--- config.mk ---
export PLATFORM = sky130hd
export DESIGN_NAME = btn_bounce_emulator
export DESIGN_NICKNAME = d
export VERILOG_FILES = /design/src/rtl/btn_bounce_emulator.sv
export SDC_FILE = /design/constraint.sdc
export NUM_CORES = 1
export LEC_CHECK = 0
export CAP_MARGIN = 15
export CORE_MARGIN = 10
export CORE_UTILIZATION = 40
export CTS_BUF_LIST = sky130_fd_sc_hd__clkbuf_4
export DETAILED_ROUTE_END_ITERATION = 16
export SYNTH_ARGS = -nofsm -noshare
export SYNTH_HDL_FRONTEND = slang
export SYNTH_SLANG_ARGS = --single-unit
export TNS_END_PERCENT = 20
--- constraint.sdc ---
create_clock -name clk -period 2.6 [get_ports clk]
set_clock_uncertainty 0.15 [all_clocks]
set_input_delay 0.52 -clock clk [delete_from_list [all_inputs] [get_ports clk]]
set_output_delay 0.52 -clock clk [all_outputs]
set_load 0.005 [all_outputs]
--- src/rtl/btn_bounce_emulator.sv ---
// btn_bounce_emulator: turns a clean level request into a bouncy pushbutton
// waveform. A request toggles btn_out at LFSR-randomised intervals for a fixed
// bounce window, forces the requested level, holds it stable, then pulses done.
//
// Handshake: start is sampled only in IDLE and is otherwise ignored (no
// queuing); busy is high for the whole bounce+settle period; done is a single
// cycle pulse after the settle period (or right away if no change is needed).
module btn_bounce_emulator #(
    parameter int          BOUNCE_CYCLES = 64,
    parameter int          SETTLE_CYCLES = 32,
    parameter int          MIN_GLITCH    = 2,
    parameter logic [15:0] LFSR_SEED     = 16'hACE1
) (
    input  logic       clk,
    input  logic       rst,
    input  logic       start,
    input  logic       level,
    output logic       btn_out,
    output logic       busy,
    output logic       done,
    output logic [7:0] edge_count,
    output logic [1:0] dbg_state
);

    typedef enum logic [1:0] {
        S_IDLE   = 2'd0,
        S_BOUNCE = 2'd1,
        S_SETTLE = 2'd2,
        S_DONE   = 2'd3
    } state_t;

    // An all-zero seed would lock the LFSR, so fall back to the default.
    localparam logic [15:0] SEED      = (LFSR_SEED == 16'd0) ? 16'hACE1 : LFSR_SEED;
    localparam logic [15:0] BC_LAST   = 16'(BOUNCE_CYCLES - 1);
    // btn_out is registered, so the level seen in the last bounce cycle is
    // decided one cycle earlier.
    localparam logic [15:0] BC_FORCE  = 16'(BOUNCE_CYCLES - 2);
    // Latest window position at which a toggle may still happen so that the
    // resulting pulse lasts at least MIN_GLITCH cycles before the forced level.
    localparam logic [15:0] BC_TOGMAX = 16'(BOUNCE_CYCLES - 2 - MIN_GLITCH);
    localparam logic [15:0] SC_LAST   = 16'(SETTLE_CYCLES - 1);
    localparam logic [15:0] MG        = 16'(MIN_GLITCH);

    state_t      r_state;
    state_t      w_next;
    logic [15:0] r_lfsr;
    logic [15:0] r_win;
    logic [15:0] r_seg;
    logic        r_target;
    logic        r_btn;
    logic [7:0]  r_cnt;

    logic        w_accept;
    logic        w_btn_next;
    logic [15:0] w_seg_len;
    logic        w_fb;

    assign w_fb      = r_lfsr[15] ^ r_lfsr[13] ^ r_lfsr[12] ^ r_lfsr[10];
    assign w_seg_len = MG + {12'd0, r_lfsr[3:0]};
    assign w_accept  = (r_state == S_IDLE) && start;

    // State register.
    always_ff @(posedge clk) begin
        if (rst) r_state <= S_IDLE;
        else     r_state <= w_next;
    end

    // Next-state decode.
    always_comb begin
        w_next = r_state;
        case (r_state)
            S_IDLE:   if (start) w_next = (level != r_btn) ? S_BOUNCE : S_DONE;
            S_BOUNCE: if (r_win == BC_LAST) w_next = S_SETTLE;
            S_SETTLE: if (r_win == SC_LAST) w_next = S_DONE;
            S_DONE:   w_next = S_IDLE;
            default:  w_next = S_IDLE;
        endcase
    end

    // Next button level: segment-end toggles, then the forced final level.
    always_comb begin
        w_btn_next = r_btn;
        if (r_state == S_BOUNCE) begin
            if (r_win == BC_FORCE)
                w_btn_next = r_target;
            else if (r_win <= BC_TOGMAX && r_seg == 16'd1)
                w_btn_next = ~r_btn;
        end
    end

    // Free-running Fibonacci LFSR (taps 16,14,13,11).
    always_ff @(posedge clk) begin
        if (rst) r_lfsr <= SEED;
        else     r_lfsr <= {r_lfsr[14:0], w_fb};
    end

    // Window/settle counter, segment counter, target and button registers.
    always_ff @(posedge clk) begin
        if (rst) begin
            r_win    <= '0;
            r_seg    <= '0;
            r_target <= 1'b0;
            r_btn    <= 1'b0;
        end else begin
            r_btn <= w_btn_next;
            case (r_state)
                S_IDLE: begin
                    r_win <= '0;
                    if (start) begin
                        r_target <= level;
                        r_seg    <= w_seg_len;
                    end
                end
                S_BOUNCE: begin
                    r_win <= (r_win == BC_LAST) ? 16'd0 : r_win + 16'd1;
                    r_seg <= (r_seg == 16'd1) ? w_seg_len : r_seg - 16'd1;
                end
                S_SETTLE: r_win <= r_win + 16'd1;
                default:  r_win <= '0;
            endcase
        end
    end

    // Transition counter: cleared on accept, saturates at 255, held otherwise.
    always_ff @(posedge clk) begin
        if (rst)
            r_cnt <= '0;
        else if (w_accept)
            r_cnt <= '0;
        else if (w_btn_next != r_btn && r_cnt != 8'hFF)
            r_cnt <= r_cnt + 8'd1;
    end

    assign btn_out    = r_btn;
    assign busy       = (r_state == S_BOUNCE) || (r_state == S_SETTLE);
    assign done       = (r_state == S_DONE);
    assign edge_count = r_cnt;
    assign dbg_state  = r_state;

endmodule

### Word-level counts from Yosys, hierarchy flattened

Cells that the tools add are included.

| word-level totals | value |
|---|---|
| output and inout bits | 13 |
| register bits after elaboration | 60 |
| word-level logic and storage cells | 52 |
| bits of input ports | 4 |

| operators by class | value |
|---|---|
| order comparisons | 1 |
| bitwise logic cells | 4 |
| reduce and logical (&&, ||, !) cells | 10 |
| equality and inequality tests | 13 |
| multiplexer cells | 13 |
| $add $sub $neg | 4 |

Operators by type and width:

| kind | count |
|---|---|
| $pmux 16 s2 | 2 |
| $mux 16 | 3 |
| $eq 16x6->1 const B | 2 |
| $add 16x1->16 const B | 1 |
| $eq 16x1->1 const B | 1 |
| $eq 16x5->1 const B | 1 |
| $le 16x6->1 const B | 1 |
| $sub 16x1->16 const B | 1 |
| $add 8x1->8 const B | 1 |
| $mux 2 | 4 |
| $ne 8x8->1 const B | 1 |
| $pmux 2 s4 | 1 |
| $ne 2x2->1 const B | 3 |
| $add 2x4->5 const A | 1 |
| $eq 2x2->1 const B | 2 |
| $reduce_and 2->1 | 2 |
| $logic_and 1x1->1 | 3 |
| $mux 1 | 3 |
| $reduce_and 3->1 | 1 |
| $xor 1x1->1 | 3 |
| $eq 2x1->1 const B | 1 |
| $logic_not 2->1 | 1 |
| $ne 1x1->1 | 2 |
| $reduce_bool 2->1 | 1 |
| 3 further kinds | 3 |

### Depth between registers and ports, before layout

| depth | value |
|---|---|
| word-level depth | 7 |
| depth in mapped cells | 8 |
| depth with buffers taken out | 7 |

### Worst setup path before layout

Ideal clock, no wire load.

| timing path | value |
|---|---|
| kind | reg-to-reg |
| from | register r_state[0], in the netlist dbg_state[0] |
| to | register r_cnt[5], in the netlist edge_count[5] |
| setup time | 70 ps |
| stages on the path, launching flop included | 7 |
| data arrival time | 2,338 ps |
| clock period less this slack | 2,558 ps |
| slack | 42 ps |
| cells stage by stage | dfxtp_1 ha_1 or4b_1 or4_1 a221o_1 or4_1 a21oi_1 |

| on the way | value |
|---|---|
| word-level cells in the longest chain between the ends | 4 |
| elaborated cells on any way between the ends | 7 |
| classes of those cells | eq/ne (2); mux (1); reduce/logical (4) |

RTL lines:

| what | RTL line | source |
|---|---|---|
| from (decl) | 44 | `state_t r_state;` |
| from (signal assigned) | 65 | `else r_state <= w_next;` |
| $eq 2x1->1 | 83 | `if (r_state == S_BOUNCE) begin` |
| $mux 1 | 83 |  |
| $ne 1x1->1 | 130 | `else if (w_btn_next != r_btn && r_cnt != 8'hFF)` |
| $logic_and 1x1->1 | 130 |  |
| to (signal assigned) | 131 | `r_cnt <= r_cnt + 8'd1;` |
| to (decl) | 51 | `logic [7:0] r_cnt;` |

Several ways; a longest one is shown, not always the timed one.
A chain may end at the register's enable or synchronous reset.

### Worst setup path in the final report

| timing path | value |
|---|---|
| from | register r_win[7] |
| to | register r_cnt[2], in the netlist edge_count[2] |

| on the way | value |
|---|---|
| word-level cells in the longest chain between the ends | 7 |
| elaborated cells on any way between the ends | 8 |
| classes of those cells | order compare (1); eq/ne (2); mux (3); reduce/logical (2) |

RTL lines:

| what | RTL line | source |
|---|---|---|
| from (decl) | 47 | `logic [15:0] r_win;` |
| from (signal assigned) | 115 | `r_win <= (r_win == BC_LAST) ? 16'd0 : r_win + 16'd1;` |
| from (signal assigned) | 118 | `S_SETTLE: r_win <= r_win + 16'd1;` |
| $le 16x6->1 | 86 | `else if (r_win <= BC_TOGMAX && r_seg == 16'd1)` |
| $logic_and 1x1->1 | 86 |  |
| $mux 1 | 86 |  |
| $mux 1 * | 84 | `if (r_win == BC_FORCE)` |
| $mux 1 * | 83 |  |
| $ne 1x1->1 * | 130 |  |
| $logic_and 1x1->1 * | 130 |  |

Mark *: on every way between the ends. The rest lies on a longest branch, timed or not.

==> flow_summary.html <==
<table>
<tr><th>Metric</th><th>Value</th></tr>
<tr><th colspan="2">Timing</th></tr>
<tr><td>Final Hold Viols</td><td>0</td></tr>
<tr><td>Max Freq</td><td>391 MHz</td></tr>
<tr><td>Final count of negative-setup-slack endpoints</td><td>0</td></tr>
<tr><td>WHS</td><td>0.268 ns</td></tr>
<tr><td>Setup repair after global routing missed its margin</td><td>yes</td></tr>
<tr><td>Least-Margin Pin Slew</td><td>just under 0.5 ns</td></tr>
<tr><td>Crit path time final</td><td>2.56 ns</td></tr>
<tr><td>Final number of max-transition violations</td><td>0</td></tr>
<tr><td>Worst setup slack after layout</td><td>just under 0.04 ns</td></tr>
<tr><td>Ratio of final minimum period to clock period</td><td>98.5%</td></tr>
<tr><td>Slew headroom</td><td>67.1%</td></tr>
<tr><th colspan="2">Yosys</th></tr>
<tr><td>Average instance area after synthesis</td><td>slightly below 9 µm²</td></tr>
<tr><td>Synthesized-area fraction occupied by xor and xnor cells</td><td>8.36%</td></tr>
<tr><td>Fraction of the mapped netlist area in simple logic gates</td><td>around 28%</td></tr>
<tr><td>Synthesized netlist net count</td><td>335</td></tr>
<tr><td>Dominant combinational cell family by area after synthesis</td><td>simple AND/OR/NAND/NOR gates</td></tr>
<tr><td>Mux contribution to synthesized area</td><td>less than 1%</td></tr>
<tr><td>Yosys reg bits</td><td>60</td></tr>
<tr><td>Unique masters post-synth</td><td>47</td></tr>
<tr><td>Post-synthesis instance area</td><td>about 2800 µm²</td></tr>
<tr><td>Most used flip-flop cell after synthesis</td><td>sky130_fd_sc_hd__dfxtp_1</td></tr>
<tr><td>Fraction of registers with async set/reset</td><td>0%</td></tr>
<tr><td>Share of the synthesized area in compound gates (AO/OA/AOI/OAI)</td><td>between 10% and 20%</td></tr>
<tr><td>Adder-cell area share of the yosys netlist</td><td>4.87%</td></tr>
<tr><td>Number of instances in the synthesized netlist</td><td>320</td></tr>
<tr><td>Post-synthesis sequential area ratio</td><td>between 40% and 50%</td></tr>
<tr><td>YS warnings</td><td>0</td></tr>
<tr><td>Number of enable-type register cells in the synthesized netlist</td><td>0</td></tr>
<tr><th colspan="2">CTS</th></tr>
<tr><td>H-Tree Depth</td><td>3</td></tr>
<tr><td>TritonCTS clock tree</td><td>yes</td></tr>
<tr><td>Cell at the root of the clock tree</td><td>sky130_fd_sc_hd__clkbuf_4</td></tr>
<tr><td>CTS Hold Buffers Added</td><td>0</td></tr>
<tr><td>TritonCTS Buffers</td><td>9</td></tr>
<tr><td>Later-pin clock latency in the skew report</td><td>0.40 ns</td></tr>
<tr><td>Clk sink count</td><td>60</td></tr>
<tr><td>Register clock-pin slew on the reported worst setup and hold paths</td><td>0.12 ns</td></tr>
<tr><td>Maximum buffer depth of the clock tree</td><td>2</td></tr>
<tr><th colspan="2">Detailed routing</th></tr>
<tr><td>Number of iterations in the first detailed-routing pass</td><td>4</td></tr>
<tr><td>Drt wl/cell</td><td>roughly 13 µm</td></tr>
<tr><td>DRC violation total after the first TritonRoute iteration</td><td>just over 90</td></tr>
<tr><td>Antenna viol nets, final</td><td>0</td></tr>
<tr><td>Vias post-DR</td><td>2283</td></tr>
<tr><td>DRC Markers</td><td>0</td></tr>
<tr><td>Post-Route WL</td><td>5.82 mm</td></tr>
<tr><td>Via count normalized by instance count</td><td>between 4 and 5</td></tr>
<tr><th colspan="2">Critical path</th></tr>
<tr><td>Worst-path maximum fanout</td><td>5</td></tr>
<tr><td>Critical Setup Path Class</td><td>register to register</td></tr>
<tr><td>Startpoint type of the worst setup path</td><td>register</td></tr>
<tr><td>Worst endpoint required time</td><td>2.78 ns</td></tr>
<tr><td>Kind of end point of the critical path</td><td>register</td></tr>
<tr><td>Cell with the biggest individual delay on the critical path</td><td>sky130_fd_sc_hd__or4_4</td></tr>
<tr><td>Critical path data arrival time</td><td>around 2.7 ns</td></tr>
<tr><td>Critical path, cell by cell</td><td>or4_4, or4_4, a221o_1, buf_4, or3_1, a21oi_1</td></tr>
<tr><td>CP max stage delay</td><td>0.52 ns</td></tr>
<tr><td>Bufs and invs on worst path</td><td>1</td></tr>
<tr><td>Most frequent cell on the critical path</td><td>sky130_fd_sc_hd__or4_4</td></tr>
<tr><td>Kind of cell with the highest combined delay on the critical path</td><td>simple AND/OR/NAND/NOR gates</td></tr>
<tr><th colspan="2">Global routing</th></tr>
<tr><td>Global-route wire length before repair</td><td>9.93 mm</td></tr>
<tr><td>Number of antenna violations at the first check in global routing</td><td>0</td></tr>
<tr><td>All-Layer GR Usage</td><td>10.9%</td></tr>
<tr><td>Maximum number of pins on one net before global-route repair</td><td>20</td></tr>
<tr><td>Overflow after GRT</td><td>0</td></tr>
<tr><td>Number of global-route vias before repair</td><td>between 2000 and 2500</td></tr>
<tr><th colspan="2">Finish</th></tr>
<tr><td>Area used by sequential logic in the layout</td><td>1210 µm²</td></tr>
<tr><td>Multi-input combinational cell area</td><td>1540 µm²</td></tr>
<tr><td>Filler instances</td><td>around 680</td></tr>
<tr><td>Number of nets in the layout</td><td>371</td></tr>
<tr><td>Signed area change from the synthesized netlist to the final layout</td><td>19.3%</td></tr>
<tr><td>Fraction of layout cells with a size suffix above 1</td><td>17.2%</td></tr>
<tr><td>Antenna diode count</td><td>0</td></tr>
<tr><td>Most used cells in the layout excluding fill and tap cells</td><td>sky130_fd_sc_hd__dfxtp_1, sky130_fd_sc_hd__nor2_1, sky130_fd_sc_hd__buf_4</td></tr>
<tr><td>Count of placed standard cells in the final layout, fillers left out</td><td>457</td></tr>
<tr><td>Fin util</td><td>49.4%</td></tr>
<tr><td>Most frequent standard cell in the layout excluding fill and tap cells</td><td>sky130_fd_sc_hd__dfxtp_1</td></tr>
<tr><td>Final cell area excluding filler cells</td><td>3380 µm²</td></tr>
<tr><th colspan="2">Pwr</th></tr>
<tr><td>P_leak</td><td>1.22 nW</td></tr>
<tr><td>Power per cell area</td><td>approximately 990 nW/µm²</td></tr>
<tr><td>Max IR drop VDD</td><td>0.000460 V</td></tr>
<tr><th colspan="2">Floorplan</th></tr>
<tr><td>Site row count</td><td>30</td></tr>
<tr><td>Die Y-Extent</td><td>104 µm</td></tr>
<tr><td>I/O pin count</td><td>17</td></tr>
<tr><td>Floorplan Core Area</td><td>6830 µm²</td></tr>
<tr><td>Area of the die</td><td>about 11000 µm²</td></tr>
<tr><td>Die extent in x</td><td>104 µm</td></tr>
<tr><td>Effective utilization at floorplan</td><td>between 40% and 50%</td></tr>
<tr><th colspan="2">Placed design</th></tr>
<tr><td>RD Place Congestion</td><td>0.811</td></tr>
<tr><td>Sum of net half-perimeters after detailed placement</td><td>4.18 mm</td></tr>
<tr><td>Placed Cells incl. Taps</td><td>roughly 440</td></tr>
<tr><td>Port buffer count</td><td>16</td></tr>
<tr><td>Post-placement setup slack</td><td>0.0492 ns</td></tr>
<tr><td>Post-DP Area</td><td>3200 µm²</td></tr>
<tr><th colspan="2">Hold path</th></tr>
<tr><td>Min-Delay Path Class</td><td>register to register</td></tr>
<tr><th colspan="2">Flow run</th></tr>
<tr><td>Number of maximum-capacitance constraint violations</td><td>0</td></tr>
<tr><th colspan="2">Status</th></tr>
<tr><td>Result of the run</td><td>finished clean</td></tr>
</table>
## cell type report
cell class	count	share of cell area (%)
tap	96	3.56
sequential	60	35.8
clock buffer	9	2.00
inverter	13	1.45
multi-input combinational	235	45.6
clock inverter	7	2.26
timing repair buffer	37	9.41
## where the power goes
part	leakage (nW)	switching [mW]	internal [mW]
clock network	0.0725	0.377	0.297
registers	0.493	0.143	1.06
logic	0.659	0.742	0.716
total	1.22	1.26	2.08
## through the flow
stage	setup TNS, ns	power (mW)
after floorplan	0	2.18
after global placement	0	2.66
after detailed placement	0	2.68
after CTS	0	3.37
after global routing	-0.0431	3.62
final	0	3.34
## repair_timing
| item | 4_1_cts | 5_1_grt |
|---|---|---|
| endpoints found under the setup margin | 0 | 5 |
| buffers inserted | 0 | 2 |
| gates resized for setup | 0 | 8 |
## logic make-up (layout without fill, tap and decap cells)
kind of cell / Yosys count / after routing
compound gates: 54 / 54
xor+xnor: 27 / 27
fa+ha+maj: 11 / 11
buf+inv: 25 / 66
flops: 60 / 60
mux: 2 / 2
simple gates: 141 / 141
## Yosys cell counts, types with 2 or more instances
library cell	instances	area (µm²)
sky130_fd_sc_hd__and2_1	2	12.5
sky130_fd_sc_hd__o21ai_0	9	45.0
sky130_fd_sc_hd__nor2b_1	12	75.1
sky130_fd_sc_hd__a221oi_1	2	17.5
sky130_fd_sc_hd__nor4_2	2	25.0
sky130_fd_sc_hd__nand4_1	4	25.0
sky130_fd_sc_hd__nor4_1	6	37.5
sky130_fd_sc_hd__or4_1	5	37.5
sky130_fd_sc_hd__a31oi_1	6	37.5
sky130_fd_sc_hd__nor3_1	9	45.0
sky130_fd_sc_hd__nor3b_1	5	37.5
sky130_fd_sc_hd__mux2i_1	2	20.0
sky130_fd_sc_hd__buf_2	2	10.0
sky130_fd_sc_hd__or4_4	2	22.5
sky130_fd_sc_hd__xnor2_1	12	105
sky130_fd_sc_hd__nand2_1	18	67.6
sky130_fd_sc_hd__o21a_1	2	15.0
sky130_fd_sc_hd__clkbuf_1	9	33.8
sky130_fd_sc_hd__a41oi_1	2	17.5
sky130_fd_sc_hd__or3_1	3	18.8
sky130_fd_sc_hd__nand3_1	15	75.1
sky130_fd_sc_hd__xor2_1	15	131
sky130_fd_sc_hd__ha_1	11	138
sky130_fd_sc_hd__o31ai_1	5	37.5
sky130_fd_sc_hd__nor2_1	30	113
sky130_fd_sc_hd__a221o_1	2	20.0
sky130_fd_sc_hd__a21oi_1	16	80.1
sky130_fd_sc_hd__inv_1	13	48.8
sky130_fd_sc_hd__or2_2	9	56.3
sky130_fd_sc_hd__o32ai_1	2	17.5
sky130_fd_sc_hd__and3_1	6	37.5
sky130_fd_sc_hd__and4_1	2	17.5
sky130_fd_sc_hd__nand2b_1	7	43.8
sky130_fd_sc_hd__dfxtp_1	60	1200
## state kept, by name (all words and copies together), names as in the netlist
signal      flops
dbg_state       2
btn_out         1
r_target        1
r_seg          16
edge_count      8
r_win          16
r_lfsr         16
## metal layers
metal	GRT usage [%]	vias up	part of all wire (%)
met1	12.5	1049	47
met2	18.1	23	49
met4	3.78	0	1.3
met3	4.09	6	3.1
li1	-	1205	-
met5	0	-	0
## path summary, 6_finish.rpt
| kind | start | to | slack (ns) | cells past startpoint |
|---|---|---|---|---|
| worst max-delay path | r_win[7]$_SDFF_PP0_ | edge_count[2]$_SDFFE_PP0P_ | 0.04 | 6 |
| worst min-delay path | r_lfsr[6]$_SDFF_PP1_ | r_lfsr[7]$_SDFF_PP1_ | 0.27 | 1 |
| worst max register to register | r_win[7]$_SDFF_PP0_ | edge_count[2]$_SDFFE_PP0P_ | 0.04 | 6 |
| worst min register to register | r_lfsr[6]$_SDFF_PP1_ | r_lfsr[7]$_SDFF_PP1_ | 0.27 | 1 |
No activity file was read; power rests on OpenSTA's default activity.
